<file path="config.mk">
export PLATFORM = sky130hd
export DESIGN_NAME = trace_commit_sequencer_flat
export DESIGN_NICKNAME = d
export VERILOG_FILES = /design/src/rtl/trace_pkg.sv /design/src/rtl/trace_commit_sequencer_if.sv /design/src/rtl/trace_dual_push_fifo.sv /design/src/rtl/trace_commit_sequencer.sv /design/src/flat_wrapper.sv
export SDC_FILE = /design/constraint.sdc
export NUM_CORES = 2
export LEC_CHECK = 0
export ABC_AREA = 1
export CAP_MARGIN = 20
export CORE_MARGIN = 5
export CORE_UTILIZATION = 45
export DETAILED_ROUTE_END_ITERATION = 8
export PLACE_DENSITY = 0.62
export SLEW_MARGIN = 40
export SYNTH_ARGS = -nofsm -noshare
export SYNTH_HDL_FRONTEND = slang
export SYNTH_SLANG_ARGS = --single-unit
</file>
<file path="constraint.sdc">
create_clock -name clk_i -period 9.05 [get_ports clk_i]
set_clock_uncertainty 0.1 [all_clocks]
set_input_delay 0.905 -clock clk_i [delete_from_list [all_inputs] [get_ports clk_i]]
set_output_delay 0.905 -clock clk_i [all_outputs]
set_load 0.005 [all_outputs]
</file>
<file path="src/rtl/trace_pkg.sv">
// ----------------------------------------------------------------------------
// trace_pkg
// Shared types for the commit trace path.
//   trace_rec_t  : one retired-instruction record as seen by the trace sink
//   TRACE_REC_W  : packed width of trace_rec_t
//   count_valid  : number of asserted strobes in a 2-port commit group
// No ports (package).
// ----------------------------------------------------------------------------
package trace_pkg;

    localparam int VLEN = 64;

    typedef struct packed {
        logic [VLEN-1:0] pc;
        logic [31:0]     instr;
        logic [4:0]      rd;
        logic [63:0]     wdata;
        logic            we_gpr;
        logic            we_fpr;
        logic [1:0]      priv;
        logic            is_exc;
        logic [63:0]     cause;
        logic [63:0]     cycle;
    } trace_rec_t;

    localparam int TRACE_REC_W = $bits(trace_rec_t);

    // Population count of a two-bit commit strobe vector (0..2).
    function automatic logic [1:0] count_valid(input logic [1:0] v);
        return {1'b0, v[0]} + {1'b0, v[1]};
    endfunction

endpackage

</file>
<file path="src/rtl/trace_commit_sequencer_if.sv">
// ----------------------------------------------------------------------------
// trace_commit_sequencer_if
// Bundles the commit-side inputs and the trace-stream handshake.
//   commit_valid_i : per-port retire strobe
//   commit_rec_i   : per-port retire record
//   out_valid_o    : head record available
//   out_ready_i    : sink accepts head
//   out_rec_o      : head record
// Modports:
//   slave  : the sequencer (consumes commits, drives the stream)
//   master : the environment (drives commits, consumes the stream)
// ----------------------------------------------------------------------------
interface trace_commit_sequencer_if;
    import trace_pkg::*;

    logic [1:0]       commit_valid_i;
    trace_rec_t [1:0] commit_rec_i;
    logic             out_valid_o;
    logic             out_ready_i;
    trace_rec_t       out_rec_o;

    modport slave (
        input  commit_valid_i,
        input  commit_rec_i,
        input  out_ready_i,
        output out_valid_o,
        output out_rec_o
    );

    modport master (
        output commit_valid_i,
        output commit_rec_i,
        output out_ready_i,
        input  out_valid_o,
        input  out_rec_o
    );

endinterface

</file>
<file path="src/rtl/trace_dual_push_fifo.sv">
// ----------------------------------------------------------------------------
// trace_dual_push_fifo
// Record storage with two write slots per cycle and one read port.
// Full/empty are derived from an explicit occupancy count.
//   clk_i      : clock
//   rst_i      : synchronous reset, active-high
//   clear_i    : synchronous flush (same effect as reset on pointers/count)
//   n_wr_i     : number of records to write this cycle (0..2)
//   wr_data0_i : record for the first free slot
//   wr_data1_i : record for the second free slot (used when n_wr_i == 2)
//   pop_i      : consume the head record (ignored when empty)
//   rd_data_o  : head record, '0 when empty
//   count_o    : occupancy 0..DEPTH
// The caller guarantees n_wr_i never exceeds the free space.
// ----------------------------------------------------------------------------
module trace_dual_push_fifo
    import trace_pkg::*;
#(
    parameter int DEPTH = 8
) (
    input  logic                     clk_i,
    input  logic                     rst_i,
    input  logic                     clear_i,
    input  logic [1:0]               n_wr_i,
    input  trace_rec_t               wr_data0_i,
    input  trace_rec_t               wr_data1_i,
    input  logic                     pop_i,
    output trace_rec_t               rd_data_o,
    output logic [$clog2(DEPTH):0]   count_o
);

    localparam int PTR_W = $clog2(DEPTH);

    trace_rec_t       mem [DEPTH];
    logic [PTR_W-1:0] wr_ptr_q;
    logic [PTR_W-1:0] rd_ptr_q;
    logic [PTR_W-1:0] wr_ptr_p1;
    logic [PTR_W:0]   count_q;
    logic [1:0]       n_wr;
    logic             do_pop;

    // Writes and pops are discarded while reset or flush is active.
    assign n_wr      = (rst_i || clear_i) ? 2'd0 : n_wr_i;
    assign do_pop    = pop_i && (count_q != '0) && !clear_i;
    assign wr_ptr_p1 = wr_ptr_q + PTR_W'(1);

    // Storage is not reset; only entries between rd and wr pointers are live.
    always_ff @(posedge clk_i) begin
        if (n_wr != 2'd0) begin
            mem[wr_ptr_q] <= wr_data0_i;
        end
        if (n_wr == 2'd2) begin
            mem[wr_ptr_p1] <= wr_data1_i;
        end
    end

    always_ff @(posedge clk_i) begin
        if (rst_i || clear_i) begin
            wr_ptr_q <= '0;
            rd_ptr_q <= '0;
            count_q  <= '0;
        end else begin
            wr_ptr_q <= wr_ptr_q + PTR_W'(n_wr);
            rd_ptr_q <= rd_ptr_q + PTR_W'(do_pop);
            count_q  <= count_q + (PTR_W+1)'(n_wr) - (PTR_W+1)'(do_pop);
        end
    end

    // Head is gated to zero when empty so the idle stream shows '0 rather
    // than stale storage; it depends on registered state only.
    assign rd_data_o = (count_q != '0) ? mem[rd_ptr_q] : '0;
    assign count_o   = count_q;

endmodule

</file>
<file path="src/rtl/trace_commit_sequencer.sv">
// ----------------------------------------------------------------------------
// trace_commit_sequencer
// Serialises retired-instruction records from two commit ports, oldest first,
// into a single valid/ready trace stream. Commit never stalls: records that do
// not fit are dropped (youngest first), counted and flagged.
//   clk_i       : clock
//   rst_i       : synchronous reset, active-high
//   trace_en_i  : 1 = capture commits, 0 = ignore commits but keep draining
//   clear_i     : flush FIFO, zero drop counter, clear overflow flag
//   bus         : trace_commit_sequencer_if.slave (commits in, stream out)
//   level_o     : FIFO occupancy
//   overflow_o  : sticky, at least one record dropped
//   drop_cnt_o  : saturating count of dropped records
// Build option TRACE_CYCLE_STAMP_EN: adds a 64-bit free-running cycle counter
// whose value is written into rec.cycle of every accepted record; otherwise
// rec.cycle is driven as zero.
// ----------------------------------------------------------------------------
module trace_commit_sequencer
    import trace_pkg::*;
#(
    parameter int DEPTH     = 8,
    parameter int CNT_W     = 32,
    parameter int NR_COMMIT = 2
) (
    input  logic                     clk_i,
    input  logic                     rst_i,
    input  logic                     trace_en_i,
    input  logic                     clear_i,
    trace_commit_sequencer_if.slave  bus,
    output logic [$clog2(DEPTH):0]   level_o,
    output logic                     overflow_o,
    output logic [CNT_W-1:0]         drop_cnt_o
);

    localparam int LVL_W = $clog2(DEPTH) + 1;

    if (NR_COMMIT != 2) begin : g_bad_nr_commit
        $error("trace_commit_sequencer: NR_COMMIT must be 2");
    end
    if ((DEPTH < 4) || ((DEPTH & (DEPTH - 1)) != 0)) begin : g_bad_depth
        $error("trace_commit_sequencer: DEPTH must be a power of two >= 4");
    end

    logic [LVL_W-1:0] count;
    logic [LVL_W-1:0] free;
    logic [1:0]       n_req;
    logic [1:0]       n_acc;
    logic [1:0]       n_drop;
    logic             pop;
    logic [63:0]      stamp;
    trace_rec_t       slot0;
    trace_rec_t       slot1;
    trace_rec_t       head_rec;
    logic             overflow_q;
    logic [CNT_W-1:0] drop_cnt_q;
    logic [CNT_W:0]   sat_sum;

`ifdef TRACE_CYCLE_STAMP_EN
    logic [63:0] cycle_q;

    // Free-running from reset; the CSR clear deliberately leaves it alone.
    always_ff @(posedge clk_i) begin
        if (rst_i) begin
            cycle_q <= '0;
        end else begin
            cycle_q <= cycle_q + 64'd1;
        end
    end

    assign stamp = cycle_q;
`else
    assign stamp = '0;
`endif

    // Free space comes from the registered count only: a same-cycle pop does
    // not make room, which keeps the accept path off the sink's ready.
    assign free = LVL_W'(DEPTH) - count;

    always_comb begin
        n_req = trace_en_i ? count_valid(bus.commit_valid_i) : 2'd0;
        if (LVL_W'(n_req) > free) begin
            n_acc = free[1:0];
        end else begin
            n_acc = n_req;
        end
        n_drop = n_req - n_acc;
    end

    // Compact the valid ports into consecutive slots. When only port1 is
    // valid it lands in the first slot; when both are valid and only one fits,
    // the write count of 1 keeps port0 and drops port1 (youngest).
    always_comb begin
        slot0       = bus.commit_valid_i[0] ? bus.commit_rec_i[0] : bus.commit_rec_i[1];
        slot1       = bus.commit_rec_i[1];
        slot0.cycle = stamp;
        slot1.cycle = stamp;
    end

    assign pop = (count != '0) && bus.out_ready_i;

    trace_dual_push_fifo #(
        .DEPTH (DEPTH)
    ) u_fifo (
        .clk_i      (clk_i),
        .rst_i      (rst_i),
        .clear_i    (clear_i),
        .n_wr_i     (n_acc),
        .wr_data0_i (slot0),
        .wr_data1_i (slot1),
        .pop_i      (pop),
        .rd_data_o  (head_rec),
        .count_o    (count)
    );

    assign sat_sum = {1'b0, drop_cnt_q} + (CNT_W+1)'(n_drop);

    // Drop accounting; clear takes priority and discards same-cycle drops.
    always_ff @(posedge clk_i) begin
        if (rst_i || clear_i) begin
            overflow_q <= 1'b0;
            drop_cnt_q <= '0;
        end else if (n_drop != 2'd0) begin
            overflow_q <= 1'b1;
            drop_cnt_q <= sat_sum[CNT_W] ? '1 : sat_sum[CNT_W-1:0];
        end
    end

    assign bus.out_valid_o = (count != '0);
    assign bus.out_rec_o   = head_rec;
    assign level_o         = count;
    assign overflow_o      = overflow_q;
    assign drop_cnt_o      = drop_cnt_q;

endmodule

</file>
<file path="src/flat_wrapper.sv">
// flat-port wrapper written by rule: the top's interface ports become plain ports
module trace_commit_sequencer_flat import trace_pkg::*;
#(
    parameter int DEPTH     = 8,
    parameter int CNT_W     = 32,
    parameter int NR_COMMIT = 2
)
  (clk_i, rst_i, trace_en_i, clear_i, level_o, overflow_o, drop_cnt_o, bus_commit_valid_i, bus_commit_rec_i, bus_out_ready_i, bus_out_valid_o, bus_out_rec_o);
  trace_commit_sequencer_if bus_i ();
  input  logic clk_i;
  input  logic rst_i;
  input  logic trace_en_i;
  input  logic clear_i;
  output logic [$clog2(DEPTH):0] level_o;
  output logic overflow_o;
  output logic [CNT_W-1:0] drop_cnt_o;
  input wire logic [$bits(bus_i.commit_valid_i)-1:0] bus_commit_valid_i;
  input wire logic [$bits(bus_i.commit_rec_i)-1:0] bus_commit_rec_i;
  input wire logic [$bits(bus_i.out_ready_i)-1:0] bus_out_ready_i;
  output wire logic [$bits(bus_i.out_valid_o)-1:0] bus_out_valid_o;
  output wire logic [$bits(bus_i.out_rec_o)-1:0] bus_out_rec_o;
  assign bus_i.commit_valid_i = bus_commit_valid_i;
  assign bus_i.commit_rec_i = bus_commit_rec_i;
  assign bus_i.out_ready_i = bus_out_ready_i;
  assign bus_out_valid_o = bus_i.out_valid_o;
  assign bus_out_rec_o = bus_i.out_rec_o;
  trace_commit_sequencer #(.DEPTH(DEPTH), .CNT_W(CNT_W), .NR_COMMIT(NR_COMMIT)) u_core (.clk_i(clk_i), .rst_i(rst_i), .trace_en_i(trace_en_i), .clear_i(clear_i), .bus(bus_i), .level_o(level_o), .overflow_o(overflow_o), .drop_cnt_o(drop_cnt_o));
endmodule
</file>
**After elaboration in Yosys (flattened, before gate mapping)**

Memories as Yosys holds them, arrays and structs flattened. A register that Yosys moved wholly into a read port is not among the register bits.
Cells that the tools add are included.
Widths: inputs -> output; s select.

- Input bits: 603
- Word-level logic and storage cells: 36
- Flip-flop bits (word level): 43
- Memories: 1
- Bits in writable memories: 1872

Memory list:

| name | depth | bits a word | rd ports | clocked after Yosys merged registers in | write ports | RTL line | source |
|---|---|---|---|---|---|---|---|
| u_core.u_fifo.mem | 8 | 234 | 1 | 1 | 2 | trace_dual_push_fifo.sv:34 | `trace_rec_t mem [DEPTH];` |

- $lt $le $gt $ge: 1
- Equality and inequality tests: 1
- Reduce and logical (&&, ||, !) cells: 8
- $add $sub $neg: 9
- Multiplexer cells: 11

Operators by type and width:

| operator | count |
|---|---|
| $mux 298 | 2 |
| $add 32x2->33 | 1 |
| $mux 32 | 1 |
| $mux 2 | 3 |
| $add 4x2->4 | 1 |
| $gt 2x4->1 | 1 |
| $mux 1 | 4 |
| $reduce_bool 2->1 | 2 |
| $reduce_bool 4->1 | 1 |
| $sub 4x1->4 | 1 |
| $sub 4x4->4 const A | 1 |
| $add 3x1->3 | 1 |
| $add 3x1->3 const B | 1 |
| $add 3x2->3 | 1 |
| $logic_and 1x1->1 | 3 |
| $mux 3 | 1 |
| $add 1x1->2 | 1 |
| $eq 2x2->1 const B | 1 |
| $sub 2x2->2 | 1 |
| $logic_not 1->1 | 1 |
| $logic_or 1x1->1 | 1 |

**Longest topological paths before layout**

- Depth after elaboration: 8
- Gate-level depth with buffers: 32
- Mapped depth without buffers: 27

**Cells and area by module**

A second synthesis with hierarchy kept.

- Cells, all modules: 19417
- Area, all modules: 142370.3 um^2

Modules (own cells, without submodules):

| module | cells each | area an instance (um^2) | instances |
|---|---|---|---|
| trace_dual_push_fifo | 18723 | 136803.7 | 1 |
| trace_commit_sequencer | 694 | 5566.6 | 1 |

**Worst setup path after synthesis**

OpenSTA, ideal clock, no wires.

- Kind: input -> register
- Start: input bus_commit_valid_i[0]
- End: memory u_core.u_fifo.mem[2][0] (netlist name), enable pin
- Buffers on the path: 2
- Cell stages on the path: 13
- Setup time: 1.807 ns
- Data arrival time: 6.367 ns
- Slack: 0.776 ns
- Cell sequence: ha_1 nand2_1 ha_1 nand3_1 nand2_1 nor2_2 nand2_1 nand2_1 nand2_4 nand3_1 buf_2 buf_1 nand2_1

RTL lines:

| element | RTL line | source |
|---|---|---|
| start, declared | flat_wrapper.sv:17 | `input wire logic [$bits(bus_i.commit_valid_i)-1:0] bus_commit_valid_i;` |
| end, declared | trace_dual_push_fifo.sv:34 |  |

==> impl_metrics.csv <==
group,metric,value,unit
placed_design,place.gp.congestion,0.852,
worst_setup_path,critPathLaunchType,"flip-flop",
cts,cts_tree,"done",
worst_setup_path,arrival,5.21,ns
final_layout,fin_area,125000,sq um
cts,cts_resized,0,
die,die_w,503,um
global_route,overflow,0,
worst_setup_path,endpoint_kind,"output port",
cts,post_cts_buffers,0,
timing,min_period_over_period,0.686,
worst_setup_path,cp_max_fo,129,
synth,async_reset_ff_frac,0,
die,start_util,0.451,
drt,num_vias,102000,
drt,wl_per_cell,26.7,um
cts,cts_hold_buffers,0,
cts,clk_latency,0.90,ns
power_and_ir_drop,p_int,15.8,mW
placed_design,place.detailed.hpwl,221000,um
synth,syn_area,109000,sq um
timing,worstMarginPinSlew,0.994,ns
synth,yosys.area.top_type,"edfxtp_1",
synth,yosys.area.top_type_share,0.514,
drt,vias_per_cell,6.40,
drt,drt_iter0_drc,13900,
timing,fmax,0.161,GHz
job,drv_cap,0,
timing,fin_tns_setup,0,ns
final_layout,multiInputGateArea,45700,sq um
power_and_ir_drop,power.leakage,47.6,nW
power_and_ir_drop,switching_share,0.273,
die,core-area,243000,sq um
timing,report.final.slew_viol_count,0,
final_layout,drive_gt1_frac,0.0618,
drt,drc,0,
die,die_area,253000,sq um
timing,setup_viol,0,
power_and_ir_drop,p_sw,5.91,mW
timing,slew_headroom,0.337,
cts,htree_levels,4,
final_layout,final_nets,13200,
power_and_ir_drop,p_seq_frac,0.458,
timing,post-route-min-period,6.21,ns
power_and_ir_drop,combinationalPowerShare,0.143,
final_layout,seq_area,57100,sq um
die,row_count,181,
synth,ys_ff_latch,1915,
synth,netlist_instances,12900,
global_route,grt_pass1_vias,96700,
power_and_ir_drop,power.density,174,nW/um^2
cts,clock-sinks,1915,
outcome,status,"complete, no violations",
cts,cts_buffers,215,
synth,syn_area_per_cell,8.51,sq um
placed_design,place_area,118000,sq um
worst_setup_path,regToRegSetupSlack,3.60,ns
placed_design,port_buffers,746,
timing,hold_viol,0,
worst_setup_path,required,8.05,ns
final_layout,syn_to_final_growth,14.0,%
final_layout,nFillCells,21900,
drt,dr.pass1.iters,6,
cts,clockRootBuffer,"clkbuf_16",
min_path,hold_path.class,"reg2reg",
synth,ys_types,36,
global_route,antenna_found_initial,59,
global_route,grt_max_degree,193,
synth,yosys-top-cells-area,"edfxtp_1 51%, nand2_1 13%, nand4_1 11%",
synth,seq_area_frac_synth,0.522,
synth,synth_edf_count,1872,
global_route,grt_pass1_wl,624000,um
timing,rsz0062_at_grt,"false",
die,pin_count,939,
global_route,track_usage,0.322,
cts,clk_pin_slew,0.06,ns
worst_setup_path,critical_path_class,"reg2out",
synth,synth_warnings,0,
power_and_ir_drop,pwr-share-clk,0.399,
synth,synth_flop_cell,"edfxtp_1",
die,die_h,503,um
timing,whs,0.393,ns
drt,ant_nets,0,
power_and_ir_drop,peakVddDrop,0.158,mV
cts,cts_buffer_depth,3,
drt,wirelength,426000,um
## synthesized netlist by cell type, types with 2 or more instances
cell	instances
nand2_1	3919
nor2_1	1940
nand4_1	1877
edfxtp_1	1872
clkbuf_1	713
o21ai_0	709
buf_2	545
o32ai_1	468
mux2_2	234
buf_1	209
buf_4	87
nand3_1	78
inv_1	45
dfxtp_1	43
a21oi_1	34
ha_1	16
nand3b_1	11
nor3_1	9
or2_2	8
inv_2	6
nor2_2	5
xor2_1	4
buf_6	3
fa_1	3
nand3_2	2
nor2_4	2
xnor2_1	2
## cell families after synthesis
logic type / count (synthesis) / synth area share
AOI/OAI and AO/OA: 1213 / 0.0716
xor gates and xnor gates: 7 / 0.000629
adders and majority gates: 19 / 0.00238
buffers and inverters: 1610 / 0.0647
DFF: 1915 / 0.522
muxes: 234 / 0.0241
other: 1 / 0.0000343
and+or+nand+nor: 7854 / 0.315
## cells in the final DEF (no fill, tap or decap), types with 71 or more instances in the layout
cell,count
buf_4,81
clkbuf_16,217
clkdlybuf4s50_1,745
edfxtp_1,1872
mux2_2,234
nand2_1,3908
nand3_1,71
nand4_1,1877
nor2_1,1938
o21ai_0,709
o32ai_1,468
## routing by layer
layer  track usage  vias up  wire length (um)
li1              -    44900                 -
met1         0.424    49300            160000
met2         0.504     6840            194000
met3        0.0699     1068             50700
met4         0.163       20             20600
met5             0        -               135
## final timing paths
path                                                            from                                end  cells after the start
worst min-delay path                  u_core.overflow_o$_SDFFE_PP0P_     u_core.overflow_o$_SDFFE_PP0P_                      2
worst max-delay path            u_core.u_fifo.rd_ptr_q[0]$_SDFF_PP0_                 bus_out_rec_o[252]                      9
worst max register to register   u_core.u_fifo.count_o[0]$_SDFF_PP0_  u_core.drop_cnt_o[8]$_SDFFE_PP0P_                     23
worst min register to register        u_core.overflow_o$_SDFFE_PP0P_     u_core.overflow_o$_SDFFE_PP0P_                      2
## area by class of cell
cell class | count | area share
multi-input combinational | 9391 | 0.367
antenna | 39 | 0.000783
tap | 3202 | 0.0321
inverter | 52 | 0.00188
clock buffer | 286 | 0.0463
clock inverter | 106 | 0.00790
timing repair buffer | 965 | 0.0864
sequential | 1915 | 0.458
## metrics by stage
step | power [mW] | worst slack (ns) | instances | util
finish | 21.7 | 2.84 | 16000 | 0.514
global route | 22.3 | 2.67 | 15900 | 0.514
CTS | 21.6 | 2.93 | 15900 | 0.513
detailed placement | 13.1 | 2.65 | 15500 | 0.485
global placement | 13.0 | 2.10 | 15500 | 0.480
floorplan | 12.0 | 0.776 | 12900 | -
## critical path, cell delays in order, from the launching register on
cell and delay [ns]:
dfxtp_4 0.86, buf_12 0.41, buf_16 0.42, buf_12 0.40
buf_16 0.44, nor2_1 0.12, o32ai_1 0.34, nor2_1 0.08
nor2_1 0.38, clkdlybuf4s50_1 0.60
## power groups by stage
stage	Combinational [mW]	Sequential, mW	Clock [mW]
finish	3.09	9.92	8.65
global placement	2.90	10.1	0
CTS	3.02	9.92	8.68
global route	3.33	9.92	9.05
floorplan	1.83	10.1	0
detailed placement	3.01	10.1	0
## flip-flops by register name (all words and copies together), names as in the netlist
register                cells
u_core.overflow_o           1
u_core.u_fifo.wr_ptr_q      3
u_core.u_fifo.mem        1872
u_core.u_fifo.rd_ptr_q      3
u_core.u_fifo.count_o       4
u_core.drop_cnt_o          32
Note: power is estimated with default switching activity, not from simulation.
